==> src/rtl/sc_regdeser_pkg.sv <==
// Shared types and constants for the serial receive register.
// Parity option: SC_REGDESER_PARITY_EN.
package sc_regdeser_pkg;

   typedef enum logic [1:0] {
      RX_IDLE   = 2'd0,
      RX_SHIFT  = 2'd1,
      RX_PARITY = 2'd2
   } rx_state_t;

   localparam logic DIR_MSB_FIRST = 1'b0;
   localparam logic DIR_LSB_FIRST = 1'b1;

   // A word is in progress in any state other than idle
   function automatic logic rx_busy(input rx_state_t s);
      return (s != RX_IDLE);
   endfunction

endpackage

==> src/rtl/sc_regdeser_outbuf.sv <==
// One-entry valid/ready holding register for assembled words.
// A word offered while the entry is full and not draining is dropped.
module sc_regdeser_outbuf
   import sc_regdeser_pkg::*;
#(
   parameter int W = 32
) (
   input  logic         i_clk,
   input  logic         i_rst,
   input  logic         i_load,
   input  logic [W-1:0] i_word,
   input  logic         i_perr,
   input  logic         i_ready,
   output logic [W-1:0] o_data,
   output logic         o_valid,
   output logic         o_perr,
   output logic         o_overrun
);

   logic [W-1:0] r_data;
   logic         r_valid;
   logic         r_perr;
   logic         r_overrun;
   logic         w_accept;
   logic         w_room;

   assign w_accept = r_valid & i_ready;
   assign w_room   = ~r_valid | i_ready;

   // Entry load/drain; data only changes on a load
   always_ff @(posedge i_clk) begin
      if (i_rst) begin
         r_data  <= '0;
         r_valid <= 1'b0;
         r_perr  <= 1'b0;
      end else if (i_load && w_room) begin
         r_data  <= i_word;
         r_valid <= 1'b1;
         r_perr  <= i_perr;
      end else if (w_accept) begin
         r_valid <= 1'b0;
      end
   end

   // Sticky flag for a word lost to a full entry
   always_ff @(posedge i_clk) begin
      if (i_rst) begin
         r_overrun <= 1'b0;
      end else if (i_load && !w_room) begin
         r_overrun <= 1'b1;
      end
   end

   assign o_data    = r_data;
   assign o_valid   = r_valid;
   assign o_perr    = r_perr;
   assign o_overrun = r_overrun;

endmodule

==> src/rtl/sc_reg_deserializer.sv <==
// Serial-in/parallel-out receive register with one-entry output buffer.
// Optional even-parity bit per word: define SC_REGDESER_PARITY_EN.
module sc_reg_deserializer
   import sc_regdeser_pkg::*;
#(
   parameter int DATAWIDTH_BUS   = 32,
   parameter int DATAWIDTH_COUNT = 6
) (
   input  logic                     SC_RegDESER_CLOCK_50,
   input  logic                     SC_RegDESER_Reset_InHigh,
   input  logic                     SC_RegDESER_SerialData_In,
   input  logic                     SC_RegDESER_SerialValid_InHigh,
   input  logic                     SC_RegDESER_Direction_In,
   input  logic                     SC_RegDESER_Clear_InLow,
   input  logic                     SC_RegDESER_DataReady_InHigh,
   output logic [DATAWIDTH_BUS-1:0] SC_RegDESER_DataBUS_Out,
   output logic                     SC_RegDESER_DataValid_OutHigh,
   output logic                     SC_RegDESER_Busy_OutHigh,
   output logic                     SC_RegDESER_Overrun_OutHigh,
   output logic                     SC_RegDESER_ParityError_OutHigh
);

   localparam int W = DATAWIDTH_BUS;
   localparam int C = DATAWIDTH_COUNT;
   localparam logic [C-1:0] LP_LAST = C'(W);

   rx_state_t    r_state;
   logic [C-1:0] r_count;
   logic [W-1:0] r_shift;
   logic         r_dir;

   logic         w_dir;
   logic [W-1:0] w_shift_next;
   logic [C-1:0] w_count_next;
   logic         w_strobe;
   logic         w_last;
   logic         w_load;
   logic [W-1:0] w_word;
   logic         w_perr;
   logic         w_perr_out;

   // Direction is taken live on the first bit, then held for the word
   assign w_dir = (r_state == RX_IDLE) ?
                  SC_RegDESER_Direction_In : r_dir;

   assign w_shift_next = (w_dir == DIR_LSB_FIRST) ?
      {SC_RegDESER_SerialData_In, r_shift[W-1:1]} :
      {r_shift[W-2:0], SC_RegDESER_SerialData_In};

   assign w_count_next = r_count + 1'b1;
   assign w_last       = (w_count_next == LP_LAST);

   // A clear in the same cycle swallows the strobe
   assign w_strobe = SC_RegDESER_SerialValid_InHigh &
                     SC_RegDESER_Clear_InLow;

`ifdef SC_REGDESER_PARITY_EN
   assign w_load = w_strobe & (r_state == RX_PARITY);
   assign w_word = r_shift;
   assign w_perr = (^r_shift) ^ SC_RegDESER_SerialData_In;
`else
   assign w_load = w_strobe & w_last;
   assign w_word = w_shift_next;
   assign w_perr = 1'b0;
`endif

   // Receive FSM, bit counter and shift register
   always_ff @(posedge SC_RegDESER_CLOCK_50) begin
      if (SC_RegDESER_Reset_InHigh) begin
         r_state <= RX_IDLE;
         r_count <= '0;
         r_shift <= '0;
         r_dir   <= DIR_MSB_FIRST;
      end else if (!SC_RegDESER_Clear_InLow) begin
         r_state <= RX_IDLE;
         r_count <= '0;
         r_shift <= '0;
      end else if (SC_RegDESER_SerialValid_InHigh) begin
         unique case (r_state)
            RX_IDLE: begin
               r_dir   <= SC_RegDESER_Direction_In;
               r_shift <= w_shift_next;
               r_count <= w_count_next;
               r_state <= RX_SHIFT;
            end
            RX_SHIFT: begin
               if (w_last) begin
`ifdef SC_REGDESER_PARITY_EN
                  r_shift <= w_shift_next;
                  r_count <= w_count_next;
                  r_state <= RX_PARITY;
`else
                  r_shift <= '0;
                  r_count <= '0;
                  r_state <= RX_IDLE;
`endif
               end else begin
                  r_shift <= w_shift_next;
                  r_count <= w_count_next;
               end
            end
            default: begin
               r_shift <= '0;
               r_count <= '0;
               r_state <= RX_IDLE;
            end
         endcase
      end
   end

   sc_regdeser_outbuf #(
      .W (W)
   ) u_outbuf (
      .i_clk     (SC_RegDESER_CLOCK_50),
      .i_rst     (SC_RegDESER_Reset_InHigh),
      .i_load    (w_load),
      .i_word    (w_word),
      .i_perr    (w_perr),
      .i_ready   (SC_RegDESER_DataReady_InHigh),
      .o_data    (SC_RegDESER_DataBUS_Out),
      .o_valid   (SC_RegDESER_DataValid_OutHigh),
      .o_perr    (w_perr_out),
      .o_overrun (SC_RegDESER_Overrun_OutHigh)
   );

   assign SC_RegDESER_Busy_OutHigh = rx_busy(r_state);

`ifdef SC_REGDESER_PARITY_EN
   assign SC_RegDESER_ParityError_OutHigh = w_perr_out;
`else
   assign SC_RegDESER_ParityError_OutHigh = 1'b0;
   logic w_unused;
   assign w_unused = w_perr_out;
`endif

endmodule
==> config.mk <==
export PLATFORM = sky130hd
export DESIGN_NAME = sc_reg_deserializer
export DESIGN_NICKNAME = d
export VERILOG_FILES = /design/src/rtl/sc_regdeser_pkg.sv /design/src/rtl/sc_regdeser_outbuf.sv /design/src/rtl/sc_reg_deserializer.sv
export SDC_FILE = /design/constraint.sdc
export NUM_CORES = 1
export LEC_CHECK = 0
export BUFFER_PORTS_ARGS = -buffer_cell sky130_fd_sc_hd__buf_2
export CAP_MARGIN = 20
export CELL_PAD_IN_SITES_DETAIL_PLACEMENT = 0
export CELL_PAD_IN_SITES_GLOBAL_PLACEMENT = 1
export CORE_MARGIN = 2
export CORE_UTILIZATION = 44
export CTS_CLUSTER_DIAMETER = 120
export DETAILED_ROUTE_END_ITERATION = 8
export PLACE_DENSITY_LB_ADDON = 0.1
export SETUP_SLACK_MARGIN = 0.15
export SLEW_MARGIN = 10
export SYNTH_ARGS = -nofsm -noshare
export SYNTH_HDL_FRONTEND = slang
export SYNTH_SLANG_ARGS = --single-unit
export TNS_END_PERCENT = 30
==> constraint.sdc <==
create_clock -name SC_RegDESER_CLOCK_50 -period 2.5 [get_ports SC_RegDESER_CLOCK_50]
set_clock_uncertainty 0.05 [all_clocks]
set_input_delay 0.5 -clock SC_RegDESER_CLOCK_50 [delete_from_list [all_inputs] [get_ports SC_RegDESER_CLOCK_50]]
set_output_delay 0.5 -clock SC_RegDESER_CLOCK_50 [all_outputs]
set_load 0.02 [all_outputs]
==> results of run 1 <==
## flip-flops by register name (all words and copies together) (netlist names)
name	flops
u_outbuf.o_overrun	1
r_shift	32
r_count	6
r_dir	1
u_outbuf.o_valid	1
r_state	1
u_outbuf.o_data	32
## through the flow
stage	instance area, um2	std cells	hold slack [ns]	setup slack [ns]	total power, W
after floorplan	3350	334	0.379	0.662	0.00130
after global placement	3630	460	0.387	0.487	0.00132
after detailed placement	3630	460	0.393	0.433	0.00132
after CTS	3840	476	0.394	0.417	0.00226
after global routing	3840	476	0.415	0.269	0.00231
final	3840	476	0.399	0.409	0.00223
## cells in the mapped netlist
master     instances
a21oi_1            2
dfxtp_1           74
o21bai_1           1
a211oi_1           2
or4b_1             1
nor2_1            40
mux2i_1           32
xnor2_1            1
conb_1             1
o21ai_1           30
a311oi_1           1
buf_4              1
nand3_2            1
clkbuf_1           7
nand4_1            4
mux2_4            30
mux2i_4            1
buf_2              5
buf_6              9
nor3_2             1
mux2_2             2
o31ai_1            1
nor2b_1           32
xor2_1             3
o2111ai_4          1
inv_1              1
nand2_1           39
and2_1             2
o21ai_0            4
and4_4             1
nand2b_1           3
ha_1               1
## worst paths after layout
path         cells past startpoint  slack (ns)        from     endpoint
max reg2reg                      6        0.41  r_count[0]  r_shift[12]
max                              6        0.41  r_count[0]  r_shift[12]
min reg2reg                      2        0.40  r_shift[0]   r_shift[0]
min                              2        0.40  r_shift[0]   r_shift[0]
## where the power goes
group          switching, W  internal [W]  total (W)  leakage, nW
combinational     0.0000655     0.0000370   0.000103         1.03
clock              0.000427      0.000510   0.000937        0.105
sequential       0.00000428       0.00118    0.00119        0.596
total              0.000497       0.00173    0.00223         1.73
## cell families after synthesis
kind of cell,after synthesis
and+or+nand+nor,124
DFF,74
muxes,65
AOI/OAI and AO/OA,42
buffers and inverters,23
xor gates and xnor gates,4
adders and majority gates,1
other,1
## metal layers
layer	share of wire	GRT usage	vias up	wire, um
met5	0	0	-	0
met4	0.0056	0.0568	0	34
met3	0.039	0.0332	4	232
met2	0.43	0.245	39	2620
met1	0.52	0.210	1031	3140
li1	-	-	1205	-
## layout make-up
class,instances,area [um2]
Fill cell,698,3490
Multi-Input combinational cell,237,1710
Sequential cell,74,1480
Timing Repair Buffer,49,315
Clock buffer,11,151
Tap cell,99,124
Clock inverter,5,52.6
Inverter,1,3.75
## worst max-delay path, cell delays in order (launching register included)
cell and delay [ns]:
dfxtp_1 0.42, ha_1 0.25, nand4_1 0.15, or4b_1 0.53
nand3_2 0.29, buf_12 0.20, o21ai_1 0.08
==> flow_summary.yaml, run 1 <==
finish:
  layout_commonest_cell: "dfxtp_1"
  area_growth_pct: 14.5
  final_cell_mix: "dfxtp_1 (74), buf_2 (41), nand2_1 (39), nor2_1 (39)"
  nNetsFinal: 380
  num_antenna_cells: 0
  post-route-util: 0.523
  drive_gt1_frac: 0.273
logic_synthesis:
  ys_ff_latch: 74
  yosys.area_share.simple: 0.177
  synth_area_per_cell_um2: 10.0
  yosysWarnings: 0
  muxShareOfSynthArea: 0.243
  synthAdderAreaFrac: 0.00373
  synth_top_area_share: 0.442
  synthXorXnorAreaFrac: 0.0105
  yosysTopAreaCell: "dfxtp_1"
  syn-cell-area_um2: 3350
  synth_top_family_by_area: "multiplexers"
  synthCells: 334
  yosysSeqAreaShare: 0.442
  ys_top_cells_by_area: "dfxtp_1 (44%), mux2_4 (13%), mux2i_1 (9.6%)"
  synth-compound-area-share: 0.0732
  synth_cell_types: 32
  syn_nets: 342
global_route:
  grt_pass1_wl_mm: 10.6
  grt_usage: 0.156
  grt_overflow: 0
  antenna_found_initial: 0
  grt_pass1_vias: 2280
  grt_max_degree: 35
run:
  timing.max_cap.violations: 0
setup_path:
  crit_required_ns: 2.67
  critPathKind: "reg2reg"
  end_kind: "flip-flop"
  cp-start-kind: "flip-flop"
  cp_max_fo: 21
  worst_ep_arrival_time_ns: 2.26
clocking:
  clock-sinks: 74
  postCtsSetupBuffers: 0
  clk_path_buf_depth: 2
  cts_tree: "yes"
  hold_buffers: 0
  clkTransAtPathRegs_ns: 0.07
  clock_latency_ns: 0.33
  cts_root_buf: "clkbuf_8"
  cts_buffers: 9
  htreeDepth: 3
  cts_resized: 0
hold_path:
  hp-class: "reg2reg"
floorplanning:
  die-area_um2: 8330
  fp.dieW_um: 91.3
  initial_utilization: 0.457
  die_height_um: 91.3
  rows: 31
  core-area_um2: 7330
  ios: 43
place:
  place_congestion: 0.769
  numPortBuffers: 41
  dp_hpwl_mm: 4.01
power_and_ir_drop:
  vdd_drop_max_mv: 0.309
  power_leakage_nw: 1.73
  powerDensity_nw_per_um2: 580
drt:
  vias: 2279
  post-route-drc-count: 0
  dr.pass1.iters: 4
  drt_iter0_drc: 70
  routed_via_density: 4.79
  finalWirelength_mm: 6.02
  post_drt_wl_per_cell_um: 12.7
  ant_nets: 0
timing:
  finalSetupViolCount: 0
  period_share: 0.836
  hold_viol: 0
  finalCriticalPeriod_ns: 2.09
  fmax_ghz: 0.478
  rsz0062_at_grt: "no"
  timing.final.max_slew_violations: 0
  tns_ns: 0
outcome:
  status: "finished, final reports clean"
(Power assumes the default switching activity.)
==> run 2: changes to the inputs <==
==> constraint.sdc (replaced) <==
create_clock -name SC_RegDESER_CLOCK_50 -period 2.1 [get_ports SC_RegDESER_CLOCK_50]
set_clock_uncertainty 0.05 [all_clocks]
set_input_delay 0.42 -clock SC_RegDESER_CLOCK_50 [delete_from_list [all_inputs] [get_ports SC_RegDESER_CLOCK_50]]
set_output_delay 0.42 -clock SC_RegDESER_CLOCK_50 [all_outputs]
set_load 0.02 [all_outputs]
==> flow_summary.yaml, run 2 (synthesis results as in run 1) <==
global_route:
  grt_pass1_vias: 2270
  grt_usage: 0.161
  grt-busiest-layer: "met2"
  antenna_found_initial: 0
  grtUsageMet2: 0.242
  grt_pass1_wl_mm: 10.8
  grt_use_met1: 0.226
  grt_max_degree: 55
  grtUsageMet3: 0.0274
  grt_overflow: 0
place:
  placed_cells: 462
  dp_hpwl_mm: 3.94
  numPortBuffers: 41
  place_congestion: 0.775
  dpl_worst_slack_ns: 0.165
floorplanning:
  initial_utilization: 0.457
  die-area_um2: 8330
  ios: 43
  rows: 31
  die_height_um: 91.3
  core-area_um2: 7330
  fp.dieW_um: 91.3
timing:
  period_share: 0.907
  hold_viol: 0
  fmax_ghz: 0.525
  tns_ns: 0
  finalCriticalPeriod_ns: 1.90
  holdWs_ns: 0.340
  fin_ws_ns: 0.196
  finalSetupViolCount: 0
  timing.final.max_slew_violations: 0
  rsz0062_at_grt: "no"
clocking:
  cts_buffers: 9
  htreeDepth: 3
  clk_path_buf_depth: 2
  clkTransAtPathRegs_ns: 0.07
  cts_tree: "yes"
  cts_root_buf: "clkbuf_8"
  hold_buffers: 0
  clock-sinks: 74
  clock_latency_ns: 0.33
drt:
  post_drt_wl_per_cell_um: 13.2
  ant_nets: 0
  post-route-drc-count: 0
  routed_via_density: 4.82
  vias: 2312
  dr.pass1.iters: 4
  finalWirelength_mm: 6.34
  drt_iter0_drc: 113
power_and_ir_drop:
  share_seq_of_total_power: 0.575
  vdd_drop_max_mv: 0.250
  p_int_w: 0.00187
  power_leakage_nw: 1.77
  clockPowerShare: 0.371
  swShare: 0.237
  p_comb_frac: 0.054
  netSwitchingPower_w: 0.000581
  powerDensity_nw_per_um2: 624
finish:
  drive_gt1_frac: 0.283
  nNetsFinal: 386
  post-route-util: 0.536
  layout.cells.non_filler: 480
  area_growth_pct: 17.2
  num_antenna_cells: 0
  layout_commonest_cell: "dfxtp_1"
  final_cell_mix: "dfxtp_1 (72), buf_2 (41), nand2_1 (39), nor2_1 (39)"
setup_path:
  worst_ep_arrival_time_ns: 2.08
  max_stage_delay_ns: 0.38
  end_kind: "flip-flop"
  crit_slowest_cell: "dfxtp_4"
  crit_chain: "ha_4 > nand4_1 > nor3_4 > o2111ai_4 > buf_12 > clkbuf_16 > mux2_4"
  cp-start-kind: "flip-flop"
  cp_max_fo: 7
  crit_required_ns: 2.28
  critPathKind: "reg2reg"
outcome:
  status: "finished, final reports clean"
run:
  timing.max_cap.violations: 0
hold_path:
  hp-class: "in2reg"
[run 2: cell count changes in the layout (fill, tap and decap cells not counted), sizes merged]
| cell | change |
|---|---|
| buf | +4 |
| bufinv | -1 |
| clkbuf | +2 |
| clkinvlp | -1 |
[run 2: cell type report]
class	count	area (um2)
Fill cell	681	3400
Clock inverter	3	18.8
Inverter	1	3.75
Clock buffer	11	131
Multi-Input combinational cell	237	1730
Tap cell	99	124
Sequential cell	74	1490
Timing Repair Buffer	55	437
[run 2: power groups by stage]
stage | Sequential (W) | Clock [W] | Combinational (W)
detailed placement | 0.00144 | 0 | 0.000134
finish | 0.00141 | 0.000910 | 0.000133
CTS | 0.00141 | 0.000941 | 0.000134
global placement | 0.00144 | 0 | 0.000133
global route | 0.00141 | 0.00101 | 0.000145
floorplan | 0.00144 | 0 | 0.0000986
[run 2: critical path: cells and delay by family, from the launching register on]
family / cells / cell delay, ns
fa+ha+maj: 1 / 0.14
simple gates: 2 / 0.42
buf+inv: 2 / 0.34
flops: 1 / 0.38
compound gates: 1 / 0.16
mux: 1 / 0.29
[run 2: final timing paths]
check	start	to	slack, ns	depth (start not counted)
min reg2reg	r_shift[0]	r_shift[0]	0.41	2
max	r_count[1]	u_outbuf.o_data[18]	0.20	7
min	SC_RegDESER_Clear_InLow	r_dir	0.34	2
max reg2reg	r_count[1]	u_outbuf.o_data[18]	0.20	7
[run 2: per-layer routing]
| metal | vias up | wire, um |
|---|---|---|
| met1 | 1052 | 3350 |
| met5 | - | 0 |
| li1 | 1212 | - |
| met3 | 7 | 193 |
| met2 | 41 | 2720 |
| met4 | 0 | 81 |
[run 2: timing repair]
item / 4_1_cts / 5_1_grt
gates resized for setup: 0 / 6
endpoints found under the setup margin: 2 / 57
gates cloned: 0 / 3
setup buffers: 0 / 1
pin swaps: 0 / 3
[run 2: stage by stage]
stage | area, um2 | total power (W)
2_1_floorplan | 3350 | 0.00154
3_3_place_gp | 3670 | 0.00158
3_5_place_dp | 3670 | 0.00158
4_1_cts | 3820 | 0.00249
5_1_grt | 3930 | 0.00257
6_report | 3930 | 0.00245
==> run 3: changes to the inputs <==
--- a/config.mk
+++ b/config.mk
@@ -18,5 +18,6 @@
 export SLEW_MARGIN = 10
 export SYNTH_ARGS = -nofsm -noshare
 export SYNTH_HDL_FRONTEND = slang
+export SYNTH_HIERARCHICAL = 1
 export SYNTH_SLANG_ARGS = --single-unit
 export TNS_END_PERCENT = 30
==> flow_summary.yaml, run 3 <==
outcome:
  status: "finished, final reports clean"
timing:
  fmax_ghz: 0.539
  finalSetupViolCount: 0
  period_share: 0.883
  finalCriticalPeriod_ns: 1.85
  hold_viol: 0
  tns_ns: 0
  timing.final.max_slew_violations: 0
  rsz0062_at_grt: "no"
finish:
  fin_area_um2: 4000
  layout.cells.non_filler: 515
  area_growth_pct: 14.1
  fill_cells: 747
  layout_commonest_cell: "dfxtp_1"
  nNetsFinal: 416
  drive_gt1_frac: 0.215
  seq_area_um2: 1490
  num_antenna_cells: 0
  multi_input_area_um2: 1690
  final_cell_mix: "dfxtp_1 (72), nand2b_1 (67), mux2i_1 (63), buf_2 (41), nand2_1 (36)"
global_route:
  grt_pass1_wl_mm: 10.7
  grt_overflow: 0
  grt_pass1_vias: 2380
  grt_max_degree: 68
  antenna_found_initial: 0
  grt_usage: 0.151
power_and_ir_drop:
  vdd_drop_max_mv: 0.238
  powerDensity_nw_per_um2: 675
  power_leakage_nw: 1.77
drt:
  finalWirelength_mm: 6.43
  vias: 2428
  post_drt_wl_per_cell_um: 12.5
  routed_via_density: 4.71
  ant_nets: 0
  dr.pass1.iters: 4
  post-route-drc-count: 0
  drt_iter0_drc: 85
clocking:
  cts_buffers: 9
  clock_latency_ns: 0.33
  clk_path_buf_depth: 2
  htreeDepth: 3
  hold_buffers: 0
  clock-sinks: 74
  clkTransAtPathRegs_ns: 0.08
  cts_tree: "yes"
  cts_root_buf: "clkbuf_8"
place:
  place_congestion: 0.727
  placed_area_um2: 3700
  dp_hpwl_mm: 3.74
  numPortBuffers: 41
  placed_cells: 495
floorplanning:
  ios: 43
  initial_utilization: 0.453
  rows: 32
  die-area_um2: 8690
  fp.dieW_um: 93.2
  die_height_um: 93.2
  core-area_um2: 7730
setup_path:
  end_kind: "flip-flop"
  worst_ep_arrival_time_ns: 2.07
  cp-start-kind: "flip-flop"
  ff2ff_path_depth: 6
  cp_max_fo: 8
  crit_required_ns: 2.32
  critPathKind: "reg2reg"
hold_path:
  hp-class: "in2reg"
  hold_depth: 2
logic_synthesis:
  synthCells: 370
  syn-cell-area_um2: 3500
  synth_area_per_cell_um2: 9.47
  syn_nets: 378
  yosysWarnings: 6
run:
  timing.max_cap.violations: 0
-- run 3: power by group --
group          switching (W)  leakage (nW)  internal [W]
Combinational      0.0000731          1.08     0.0000586
Sequential        0.00000564         0.598       0.00141
Clock               0.000537        0.0982      0.000618
Total               0.000616          1.77       0.00208
-- run 3: per-layer routing --
metal  GRT usage  wire, um  up-vias
met5           0         0        -
met3      0.0290       155        5
met4      0.0551        45        0
li1            -         -     1269
met2       0.258      2980       29
met1       0.189      3250     1125
-- run 3: stage by stage --
stage / hold WS (ns) / total power [W] / util / setup WS, ns
CTS: 0.276 / 0.00275 / 0.507 / 0.123
global route: 0.278 / 0.00282 / 0.517 / 0.132
detailed placement: 0.393 / 0.00158 / 0.479 / 0.146
floorplan: 0.375 / 0.00156 / - / 0.342
finish: 0.298 / 0.00270 / 0.517 / 0.246
global placement: 0.385 / 0.00158 / 0.479 / 0.219
-- run 3: timing repair --
| action | CTS | global route |
|---|---|---|
| resized for setup | 0 | 5 |
| pin swaps | 0 | 1 |
| buffers inserted | 0 | 1 |
| endpoints found under the setup margin | 19 | 66 |
| cloned | 0 | 3 |
-- run 3: worst paths after layout --
path,startpoint,endpoint,slack (ns)
max,r_count[0],u_outbuf/o_data[3],0.25
min,SC_RegDESER_Clear_InLow,r_dir,0.30
max reg2reg,r_count[0],u_outbuf/o_data[3],0.25
min reg2reg,r_shift[31],r_shift[31],0.41
-- run 3: cell type report --
cell class              count  area share
flip-flops and latches     74       0.372
well taps                 102      0.0319
clock inverters             5      0.0153
clock buffers              11      0.0379
inverters                  34      0.0319
repair buffers             50      0.0874
multi-input cells         239       0.424
-- run 3: worst max-delay path, cell delays in order, from the launching register on --
cell	delay, ns
dfxtp_4	0.38
nand2_1	0.10
or3_1	0.38
a21oi_2	0.17
nor2b_4	0.29
buf_6	0.23
mux2i_1	0.19
